===== src/rtl/nar_fxp_pkg.sv =====
// Fixed-point types and helpers shared by the neuron accumulator, sequencer and activation stages.
package nar_fxp_pkg;

  localparam int FXP_N = 10;
  localparam int FXP_Q = 9;

  typedef enum logic [2:0] {
    IDLE,
    CLEAR,
    RUN,
    DRAIN,
    WAIT_ACC,
    HOLD
  } seq_state_t;

  function automatic longint FXP_MAX(input int n);
    return (longint'(1) <<< (n - 1)) - longint'(1);
  endfunction

  function automatic longint FXP_MIN(input int n);
    return -(longint'(1) <<< (n - 1));
  endfunction

endpackage


===== src/rtl/neuron_mac_sequencer_if.sv =====
// Sequencer-side bundle: start/busy control, operand memory port, accumulator port, result handshake.
interface neuron_mac_sequencer_if import nar_fxp_pkg::*; #(
  parameter int N     = FXP_N,
  parameter int IDX_W = 3
) ();
  logic                start;
  logic                busy;
  logic [IDX_W-1:0]    op_addr;
  logic signed [N-1:0] x_in;
  logic signed [N-1:0] w_in;
  logic signed [N-1:0] acc_a;
  logic                acc_add;
  logic                acc_rst;
  logic signed [N-1:0] acc_out;
  logic signed [N-1:0] result;
  logic                result_valid;
  logic                result_ready;

  modport master (
    input  start, x_in, w_in, acc_out, result_ready,
    output busy, op_addr, acc_a, acc_add, acc_rst, result, result_valid
  );

  modport slave (
    output start, x_in, w_in, acc_out, result_ready,
    input  busy, op_addr, acc_a, acc_add, acc_rst, result, result_valid
  );
endinterface


===== src/rtl/fxp_mul_sat.sv =====
// Signed Q-format multiply: full product, arithmetic shift by Q (floor), saturate to N bits.
// Latency: combinational.
// Backpressure: none.
module fxp_mul_sat import nar_fxp_pkg::*; #(
  parameter int N = FXP_N,
  parameter int Q = FXP_Q
) (
  input  logic signed [N-1:0] a,
  input  logic signed [N-1:0] b,
  output logic signed [N-1:0] prod
);
  localparam logic signed [2*N-1:0] PMAX = (2*N)'(FXP_MAX(N));
  localparam logic signed [2*N-1:0] PMIN = (2*N)'(FXP_MIN(N));

  logic signed [2*N-1:0] full;
  logic signed [2*N-1:0] shifted;

  always_comb begin
    full    = $signed({{N{a[N-1]}}, a}) * $signed({{N{b[N-1]}}, b});
    shifted = full >>> Q;
    if (shifted > PMAX)      prod = PMAX[N-1:0];
    else if (shifted < PMIN) prod = PMIN[N-1:0];
    else                     prod = shifted[N-1:0];
  end
endmodule


===== src/rtl/neuron_mac_sequencer.sv =====
// Streams FAN_IN operand pairs into the accumulator and returns the neuron sum over valid/ready.
// Latency: result_valid FAN_IN+5 cycles after start; result held until result_ready, starts ignored while busy.
module neuron_mac_sequencer import nar_fxp_pkg::*; #(
  parameter int N      = FXP_N,
  parameter int Q      = FXP_Q,
  parameter int FAN_IN = 8,
  parameter int IDX_W  = (FAN_IN > 1) ? $clog2(FAN_IN) : 1
) (
  input  logic                   clk,
  input  logic                   rst,
  neuron_mac_sequencer_if.master bus
);
  localparam logic [IDX_W-1:0] LAST = IDX_W'(FAN_IN - 1);

  seq_state_t          state;
  logic [IDX_W-1:0]    addr_q;
  logic                v1;
  logic                v2;
  logic signed [N-1:0] acc_a_q;
  logic signed [N-1:0] result_q;
  logic                result_valid_q;
  logic signed [N-1:0] prod;

  fxp_mul_sat #(.N(N), .Q(Q)) u_mul (
    .a    (bus.x_in),
    .b    (bus.w_in),
    .prod (prod)
  );

  assign bus.busy         = (state != IDLE);
  assign bus.op_addr      = addr_q;
  assign bus.acc_a        = acc_a_q;
  assign bus.acc_add      = v2;
  // Clear stays asserted through reset so the accumulator starts empty.
  assign bus.acc_rst      = rst | (state == CLEAR);
  assign bus.result       = result_q;
  assign bus.result_valid = result_valid_q;

  always_ff @(posedge clk or posedge rst) begin
    if (rst) begin
      state          <= IDLE;
      addr_q         <= '0;
      v1             <= 1'b0;
      v2             <= 1'b0;
      acc_a_q        <= '0;
      result_q       <= '0;
      result_valid_q <= 1'b0;
    end else begin
      v1 <= (state == RUN);
      v2 <= v1;
      if (v1) acc_a_q <= prod;

      case (state)
        IDLE:     if (bus.start) state <= CLEAR;
        CLEAR: begin
          addr_q <= '0;
          state  <= RUN;
        end
        RUN: begin
          if (addr_q == LAST) state  <= DRAIN;
          else                addr_q <= addr_q + IDX_W'(1);
        end
        // v1 low here means both pipeline stages are empty after this edge.
        DRAIN:    if (!v1) state <= WAIT_ACC;
        WAIT_ACC: begin
          result_q       <= bus.acc_out;
          result_valid_q <= 1'b1;
          state          <= HOLD;
        end
        HOLD: begin
          if (bus.result_ready) begin
            result_valid_q <= 1'b0;
            state          <= IDLE;
          end
        end
        default:  state <= IDLE;
      endcase
    end
  end
endmodule


===== src/flat_wrapper.sv =====
// flat-port wrapper written by rule: the top's interface ports become plain ports
module neuron_mac_sequencer_flat import nar_fxp_pkg::*;
#(
  parameter int N      = FXP_N,
  parameter int Q      = FXP_Q,
  parameter int FAN_IN = 8,
  parameter int IDX_W  = (FAN_IN > 1) ? $clog2(FAN_IN) : 1
)
  (clk, rst, bus_start, bus_x_in, bus_w_in, bus_acc_out, bus_result_ready, bus_busy, bus_op_addr, bus_acc_a, bus_acc_add, bus_acc_rst, bus_result, bus_result_valid);
  neuron_mac_sequencer_if #(.N(N), .IDX_W(IDX_W)) bus_i ();
  input  logic clk;
  input  logic rst;
  input wire logic [$bits(bus_i.start)-1:0] bus_start;
  input wire logic [$bits(bus_i.x_in)-1:0] bus_x_in;
  input wire logic [$bits(bus_i.w_in)-1:0] bus_w_in;
  input wire logic [$bits(bus_i.acc_out)-1:0] bus_acc_out;
  input wire logic [$bits(bus_i.result_ready)-1:0] bus_result_ready;
  output wire logic [$bits(bus_i.busy)-1:0] bus_busy;
  output wire logic [$bits(bus_i.op_addr)-1:0] bus_op_addr;
  output wire logic [$bits(bus_i.acc_a)-1:0] bus_acc_a;
  output wire logic [$bits(bus_i.acc_add)-1:0] bus_acc_add;
  output wire logic [$bits(bus_i.acc_rst)-1:0] bus_acc_rst;
  output wire logic [$bits(bus_i.result)-1:0] bus_result;
  output wire logic [$bits(bus_i.result_valid)-1:0] bus_result_valid;
  assign bus_i.start = bus_start;
  assign bus_i.x_in = bus_x_in;
  assign bus_i.w_in = bus_w_in;
  assign bus_i.acc_out = bus_acc_out;
  assign bus_i.result_ready = bus_result_ready;
  assign bus_busy = bus_i.busy;
  assign bus_op_addr = bus_i.op_addr;
  assign bus_acc_a = bus_i.acc_a;
  assign bus_acc_add = bus_i.acc_add;
  assign bus_acc_rst = bus_i.acc_rst;
  assign bus_result = bus_i.result;
  assign bus_result_valid = bus_i.result_valid;
  neuron_mac_sequencer #(.N(N), .Q(Q), .FAN_IN(FAN_IN), .IDX_W(IDX_W)) u_core (.clk(clk), .rst(rst), .bus(bus_i));
endmodule

===== config.mk =====
export PLATFORM = sky130hd
export DESIGN_NAME = neuron_mac_sequencer_flat
export DESIGN_NICKNAME = d
export VERILOG_FILES = /design/src/rtl/nar_fxp_pkg.sv /design/src/rtl/neuron_mac_sequencer_if.sv /design/src/rtl/fxp_mul_sat.sv /design/src/rtl/neuron_mac_sequencer.sv /design/src/flat_wrapper.sv
export SDC_FILE = /design/constraint.sdc
export NUM_CORES = 1
export LEC_CHECK = 0
export ABC_AREA = 1
export CAP_MARGIN = 20
export CORE_ASPECT_RATIO = 1.5
export CORE_MARGIN = 4
export CORE_UTILIZATION = 34
export CTS_BUF_LIST = sky130_fd_sc_hd__clkbuf_4
export DETAILED_ROUTE_END_ITERATION = 6
export PLACE_DENSITY_LB_ADDON = 0.12
export SLEW_MARGIN = 20
export SYNTH_ARGS = -nofsm -noshare
export SYNTH_HDL_FRONTEND = slang
export SYNTH_HIERARCHICAL = 1
export SYNTH_SLANG_ARGS = --single-unit

===== constraint.sdc =====
create_clock -name clk -period 3.81 [get_ports clk]
set_input_delay 0.5715 -clock clk [delete_from_list [all_inputs] [get_ports clk]]
set_output_delay 0.5715 -clock clk [all_outputs]
set_load 0.02 [all_outputs]

==> impl_metrics.py, run 1 <==
metrics = {
    "synth": {
        "synth_edf_count": 0,
        "synthArstFlopShare_pct": 100.0,
        "synth.top_cells.by_area": "fa_1 32%, nand2_1 14%, dfrtp_1 13%",
        "ys_warn_count": 6,
        "syn_nets": 877,
        "synth.distinct_cells": 36,
        "syn_inst": 705,
        "synth_area_per_cell_um2": 7.915,
        "synth.largest_area_cell": "fa_1",
        "synth-seq-area-share_pct": 13.00,
        "ys.flop_type": "dfrtp_1",
        "synthesis.area_um2": 5580,
        "ys_seq_elements": 29,
        "yosysTopAreaCellShare_pct": 32.29,
    },
    "min_path": {
        "hp-start": "u_core/bus.acc_a[1]",
        "hold_end": "u_core/bus.acc_a[1]",
        "hold_path.class": "flop to flop",
        "min_path_cells": 2,
    },
    "setup_path": {
        "path_class": "input pin to flop",
        "rr_worst_depth": 8,
        "cp_slowest_cell": "fa_2",
        "regToRegStartpoint": "u_core/bus.op_addr[0]",
        "regToRegEndpoint": "u_core/state[1]",
        "worstPathRequired_ns": 4.03,
        "path_cells": "buf_12 -> nand2_4 -> inv_2 -> fa_2 -> buf_6 -> fa_2 -> inv_2 -> fa_1 -> inv_2 -> fa_1 -> fa_1 -> ha_4 -> buf_6 -> inv_4 -> nor3_4 -> nand2_4 -> nand2_2 -> nand2_2 -> nand2_4 -> nand3_4 -> nand2_2 -> nand2_1 -> nand2_1 -> nand2_1",
        "cp-start-kind": "input pin",
        "crit_fanout": 8,
        "critical_path_arrival_ns": 5.07,
        "slowest_delay_ns": 0.59,
        "cp-end-kind": "flop",
        "r2r_slack_ns": 2.40,
    },
    "floorplan": {
        "ios": 61,
        "fp.dieW_um": 112.6,
        "start_util_pct": 34.47,
        "die-area_um2": 18570,
        "die_h_um": 164.9,
        "rows": 57,
        "core-area_um2": 16190,
    },
    "cells_and_area": {
        "drive_above_1_share_pct": 33.10,
        "fin_cells": 1058,
        "mostFrequentLayoutCells": "163 x nand2_1, 147 x inv_1, 91 x buf_4",
        "layout_commonest_cell": "nand2_1",
        "finalNetCount": 1024,
        "multiInputGateArea_um2": 4594,
        "areaGrowthSynthToFinish_pct": 38.88,
        "ff_latch_area_um2": 725.7,
        "fillCellCount": 1599,
        "antennaDiodeCount": 0,
    },
    "detailed_routing": {
        "vias": 4845,
        "first_pass_iters": 4,
        "viasPerCell": 4.579,
        "avgRoutedWirePerCell_um": 13.37,
        "wl_um": 14140,
        "detail-route-antenna-nets": 0,
        "drtIter0Drc": 202,
        "drc": 0,
    },
    "outcome": {
        "failed_checks": "negative setup slack",
        "status": "complete, but fails checks",
    },
    "global_routing": {
        "grt_max_degree": 30,
        "grtUsageMet1_pct": 17.35,
        "grt_remaining_overflow": 0,
        "met2_usage_pct": 32.74,
        "grt_busiest_layer": "met2",
        "grt_pass1_vias": 5411,
        "gr-usage-all-layers_pct": 16.12,
        "gr-usage-met3_pct": 1.503,
        "grt_pass1_wl_um": 24430,
        "antenna_found_initial": 0,
    },
    "clock_network": {
        "cts_max_path_buffers": 2,
        "holdBufCountCts": 0,
        "numCtsBuffers": 5,
        "clock-root-buffer": "clkbuf_4",
        "cts.htree.levels": 2,
        "cts.reportedPaths.clkPinSlew_ns": 0.09,
        "clock_latency_ns": 0.32,
        "cts_tree": "done",
        "clock_sinks": 29,
    },
    "timing": {
        "finalMaxSlewViolations": 0,
        "tightest_slew_ns": 0.4350,
        "setup_viol": 10,
        "rsz0062_at_grt": "yes",
        "setup_tns_ns": -9.850,
        "slew_headroom_pct": 71.00,
        "finalCritPeriodShare_pct": 127.3,
        "timing.hold.ws_ns": 0.4799,
        "skew_ns": 0.003653,
        "fin_crit_ns": 4.852,
        "fmax_mhz": 206.1,
        "hold_viol_final": 0,
        "fin_ws_ns": -1.042,
    },
    "placement": {
        "dp_hpwl_um": 11800,
        "numPortBuffers": 60,
        "place_ws_ns": -1.956,
        "dp_cells": 1015,
        "gp_congestion": 0.8649,
    },
    "job": {
        "cap_violations": 0,
    },
}
layer usage:
metal | wire length (µm) | part of all wire, %
met1 | 5038 | 36
met2 | 8534 | 60
met3 | 256 | 1.8
met4 | 314 | 2.2
met5 | 0 | 0
final cells by class:
cell class | instances | share of cell area (%)
clock buffers | 6 | 0.5812
clock inverters | 1 | 0.04843
inverters | 186 | 9.235
multi-input cells | 469 | 59.28
flip-flops and latches | 29 | 9.364
well taps | 206 | 3.326
repair buffers | 161 | 18.16
worst max-delay path by stage:
| stage | startpoint | to | cells after the start |
|---|---|---|---|
| after global routing | bus_w_in[9] | u_core/bus.acc_a[5] | 27 |
| after detailed placement | bus_x_in[5] | u_core/bus.acc_a[5] | 24 |
| after floorplan | bus_x_in[9] | u_core/bus.acc_a[1] | 25 |
| after global placement | bus_w_in[9] | u_core/bus.acc_a[4] | 22 |
| after CTS | bus_x_in[9] | u_core/bus.acc_a[3] | 23 |
| final | bus_x_in[9] | u_core/bus.acc_a[5] | 24 |
state kept, by name, summed over array words and instances (netlist names):
name,cells
u_core/bus.acc_a,10
u_core/bus.result,10
u_core/bus.op_addr,3
u_core/state,3
u_core/bus.acc_add,1
u_core/bus.result_valid,1
u_core/v1,1
critical path: cells and delay by family:
kind          cells  cell delay, ns
fa+ha+maj         6            2.95
buf+inv           7            0.56
simple gates     11            0.95
cell families (layout without fill, tap and decap cells):
family                   after synthesis  in the layout  share of synthesized area, %
AO/OA/AOI/OAI                         32             32                         3.184
XOR/XNOR                              16             16                         2.511
adder cells (fa/ha/maj)              138            138                         43.05
buffers and inverters                209            354                         14.80
flip-flops                            29             29                         13.00
multiplexers                          10             10                         2.556
AND/OR/NAND/NOR                      271            273                         20.90
what timing repair did:
action                                  4_1_cts  5_1_grt
endpoints found under the setup margin       10       10
endpoints found under the hold margin         0        0
setup buffers                                16       16
cloned                                        5        0
resized for setup                           102      148
pin swaps                                    57       67
Yosys cell counts, types with 3 or more instances:
cell,instances
mux2_4,8
a21oi_1,16
o21ai_0,7
ha_1,48
nor2_1,20
o21bai_1,5
nand2_2,8
nor2_2,3
fa_1,90
nand3_1,16
nand2_4,3
buf_6,3
nand2_1,204
clkbuf_1,17
inv_1,184
nand4_1,3
nor3_1,3
dfrtp_1,29
xnor2_1,5
xor2_1,11
per-stage QoR:
step                      util (%)  instance area, µm²
after floorplan                  -                5881
after global placement       43.35                7018
after detailed placement     43.35                7018
after CTS                    45.29                7332
after global routing         47.87                7750
final                        47.87                7750
Power of run 1 is left out: the tool's default activity adds up to more than one toggle a clock period on the data nets, which glitch-free logic cannot reach.
==> run 2: changes to the inputs <==
==> constraint.sdc (replaced) <==
create_clock -name clk -period 4.1 [get_ports clk]
set_input_delay 0.615 -clock clk [delete_from_list [all_inputs] [get_ports clk]]
set_output_delay 0.615 -clock clk [all_outputs]
set_load 0.02 [all_outputs]
==> impl_metrics.py, run 2 (synthesized netlist as in run 1, its figures left out) <==
metrics = {
    "detailed_routing": {
        "drtIter0Drc": 191,
        "avgRoutedWirePerCell_um": 13.51,
        "wl_um": 14240,
        "first_pass_iters": 4,
        "vias": 4841,
        "drc": 0,
        "viasPerCell": 4.593,
        "detail-route-antenna-nets": 0,
    },
    "floorplan": {
        "core-area_um2": 16190,
        "die-area_um2": 18570,
        "rows": 57,
        "start_util_pct": 34.47,
        "fp.dieW_um": 112.6,
        "die_h_um": 164.9,
        "ios": 61,
    },
    "timing": {
        "finalMaxSlewViolations": 0,
        "tightest_slew_ns": 0.4524,
        "skew_ns": 0.004311,
        "rsz0062_at_grt": "yes",
        "fmax_mhz": 203.1,
        "hold_viol_final": 0,
        "slew_headroom_pct": 69.84,
        "finalCritPeriodShare_pct": 120.1,
        "setup_viol": 10,
        "fin_ws_ns": -0.8230,
        "fin_crit_ns": 4.923,
    },
    "cells_and_area": {
        "finalNetCount": 1020,
        "stdcell_area_um2": 7665,
        "layout_commonest_cell": "nand2_1",
        "areaGrowthSynthToFinish_pct": 37.35,
        "multiInputGateArea_um2": 4553,
        "mostFrequentLayoutCells": "170 x nand2_1, 151 x inv_1, 83 x fa_1",
        "ff_latch_area_um2": 725.7,
        "drive_above_1_share_pct": 30.66,
        "postLayoutCoreUtil_pct": 47.35,
        "fillCellCount": 1591,
        "antennaDiodeCount": 0,
    },
    "global_routing": {
        "grt_pass1_vias": 5516,
        "grt_max_degree": 31,
        "grt_remaining_overflow": 0,
        "gr-usage-all-layers_pct": 16.16,
        "antenna_found_initial": 0,
        "grt_pass1_wl_um": 24580,
    },
    "clock_network": {
        "cts_max_path_buffers": 2,
        "cts.reportedPaths.clkPinSlew_ns": 0.09,
        "cts.htree.levels": 2,
        "clock-root-buffer": "clkbuf_4",
        "clock_sinks": 29,
        "numCtsBuffers": 5,
        "clock_latency_ns": 0.31,
        "cts_tree": "done",
    },
    "placement": {
        "numPortBuffers": 60,
        "gp_congestion": 0.8665,
        "place_ws_ns": -1.707,
        "dpl_cell_area_um2": 7018,
        "dp_hpwl_um": 11760,
    },
    "setup_path": {
        "path_class": "input pin to flop",
        "cp-start-kind": "input pin",
        "worstPathRequired_ns": 4.36,
        "crit_fanout": 6,
        "critical_path_arrival_ns": 5.18,
        "cp-end-kind": "flop",
    },
    "outcome": {
        "status": "complete, but fails checks",
        "failed_checks": "negative setup slack",
    },
    "job": {
        "cap_violations": 0,
    },
    "min_path": {
        "hold_path.class": "flop to flop",
    },
}
run 2: stage by stage:
step	std cells	TNS, ns	hold WS [ns]
6_report	1054	-7.846	0.4782
5_1_grt	1054	-9.459	0.5188
4_1_cts	1045	-8.280	0.4823
3_5_place_dp	1015	-16.87	0.4594
3_3_place_gp	1015	-16.52	0.4578
2_1_floorplan	705	-8.342	0.3997
run 2: what timing repair did:
action / 4_1_cts / 5_1_grt
resized for setup: 121 / 100
pin swaps: 73 / 89
hold buffers: 0 / 0
cloned: 6 / 0
setup endpoints to repair: 10 / 10
buffers inserted: 17 / 10
run 2: area by class of cell:
| cell class | count | share of cell area, % |
|---|---|---|
| Clock inverter | 1 | 0.04897 |
| Timing Repair inverter | 1 | 0.09794 |
| Tap cell | 206 | 3.363 |
| Timing Repair Buffer | 156 | 17.70 |
| Multi-Input combinational cell | 469 | 59.40 |
| Inverter | 186 | 9.337 |
| Sequential cell | 29 | 9.468 |
| Clock buffer | 6 | 0.5877 |
run 2: worst max-delay path, cell delays in order:
cell and delay [ns]:
buf_12 0.12, nand2_4 0.07, inv_4 0.04, fa_2 0.52, buf_6 0.15, fa_2 0.62
inv_2 0.07, fa_1 0.52, inv_2 0.04, fa_1 0.54, fa_1 0.45, ha_4 0.29
a21oi_4 0.19, o21bai_4 0.10, a21oi_4 0.21, nand3_4 0.15, nand2_4 0.13, nand3_4 0.10
nand2_1 0.09, nand2_1 0.05, nand2_1 0.08
run 2: final timing paths:
kind                                        from             endpoint  slack [ns]  cells after the start
setup / recovery                     bus_x_in[9]  u_core/bus.acc_a[7]       -0.82                     21
hold / removal               u_core/bus.acc_a[9]  u_core/bus.acc_a[9]        0.48                      2
setup reg to reg           u_core/bus.op_addr[0]      u_core/state[2]        2.67                      8
hold reg to reg              u_core/bus.acc_a[9]  u_core/bus.acc_a[9]        0.48                      2
max in group asynchronous                    rst  u_core/bus.acc_a[9]        3.15                      3
min in group asynchronous                    rst            u_core/v1        0.68                      3
run 2: layer usage:
metal / track usage [%] / vias up / wire length, µm
met5: 0 / - / 0
met4: 3.280 / 0 / 241
met3: 1.723 / 20 / 329
met2: 33.44 / 65 / 8491
met1: 17.24 / 2421 / 5178
li1: - / 2335 / -
Power of run 2 is left out for the same reason.
==> run 3: changes to the inputs <==
--- a/config.mk
+++ b/config.mk
@@ -12,6 +12,7 @@
 export CORE_UTILIZATION = 34
 export CTS_BUF_LIST = sky130_fd_sc_hd__clkbuf_4
 export DETAILED_ROUTE_END_ITERATION = 6
+export GPL_ROUTABILITY_DRIVEN = 1
 export PLACE_DENSITY_LB_ADDON = 0.12
 export SLEW_MARGIN = 20
 export SYNTH_ARGS = -nofsm -noshare
==> results of run 3 <==
The final DEF is identical to that of run 2; final timing and power are the same.
Power of run 3 is left out for the same reason.
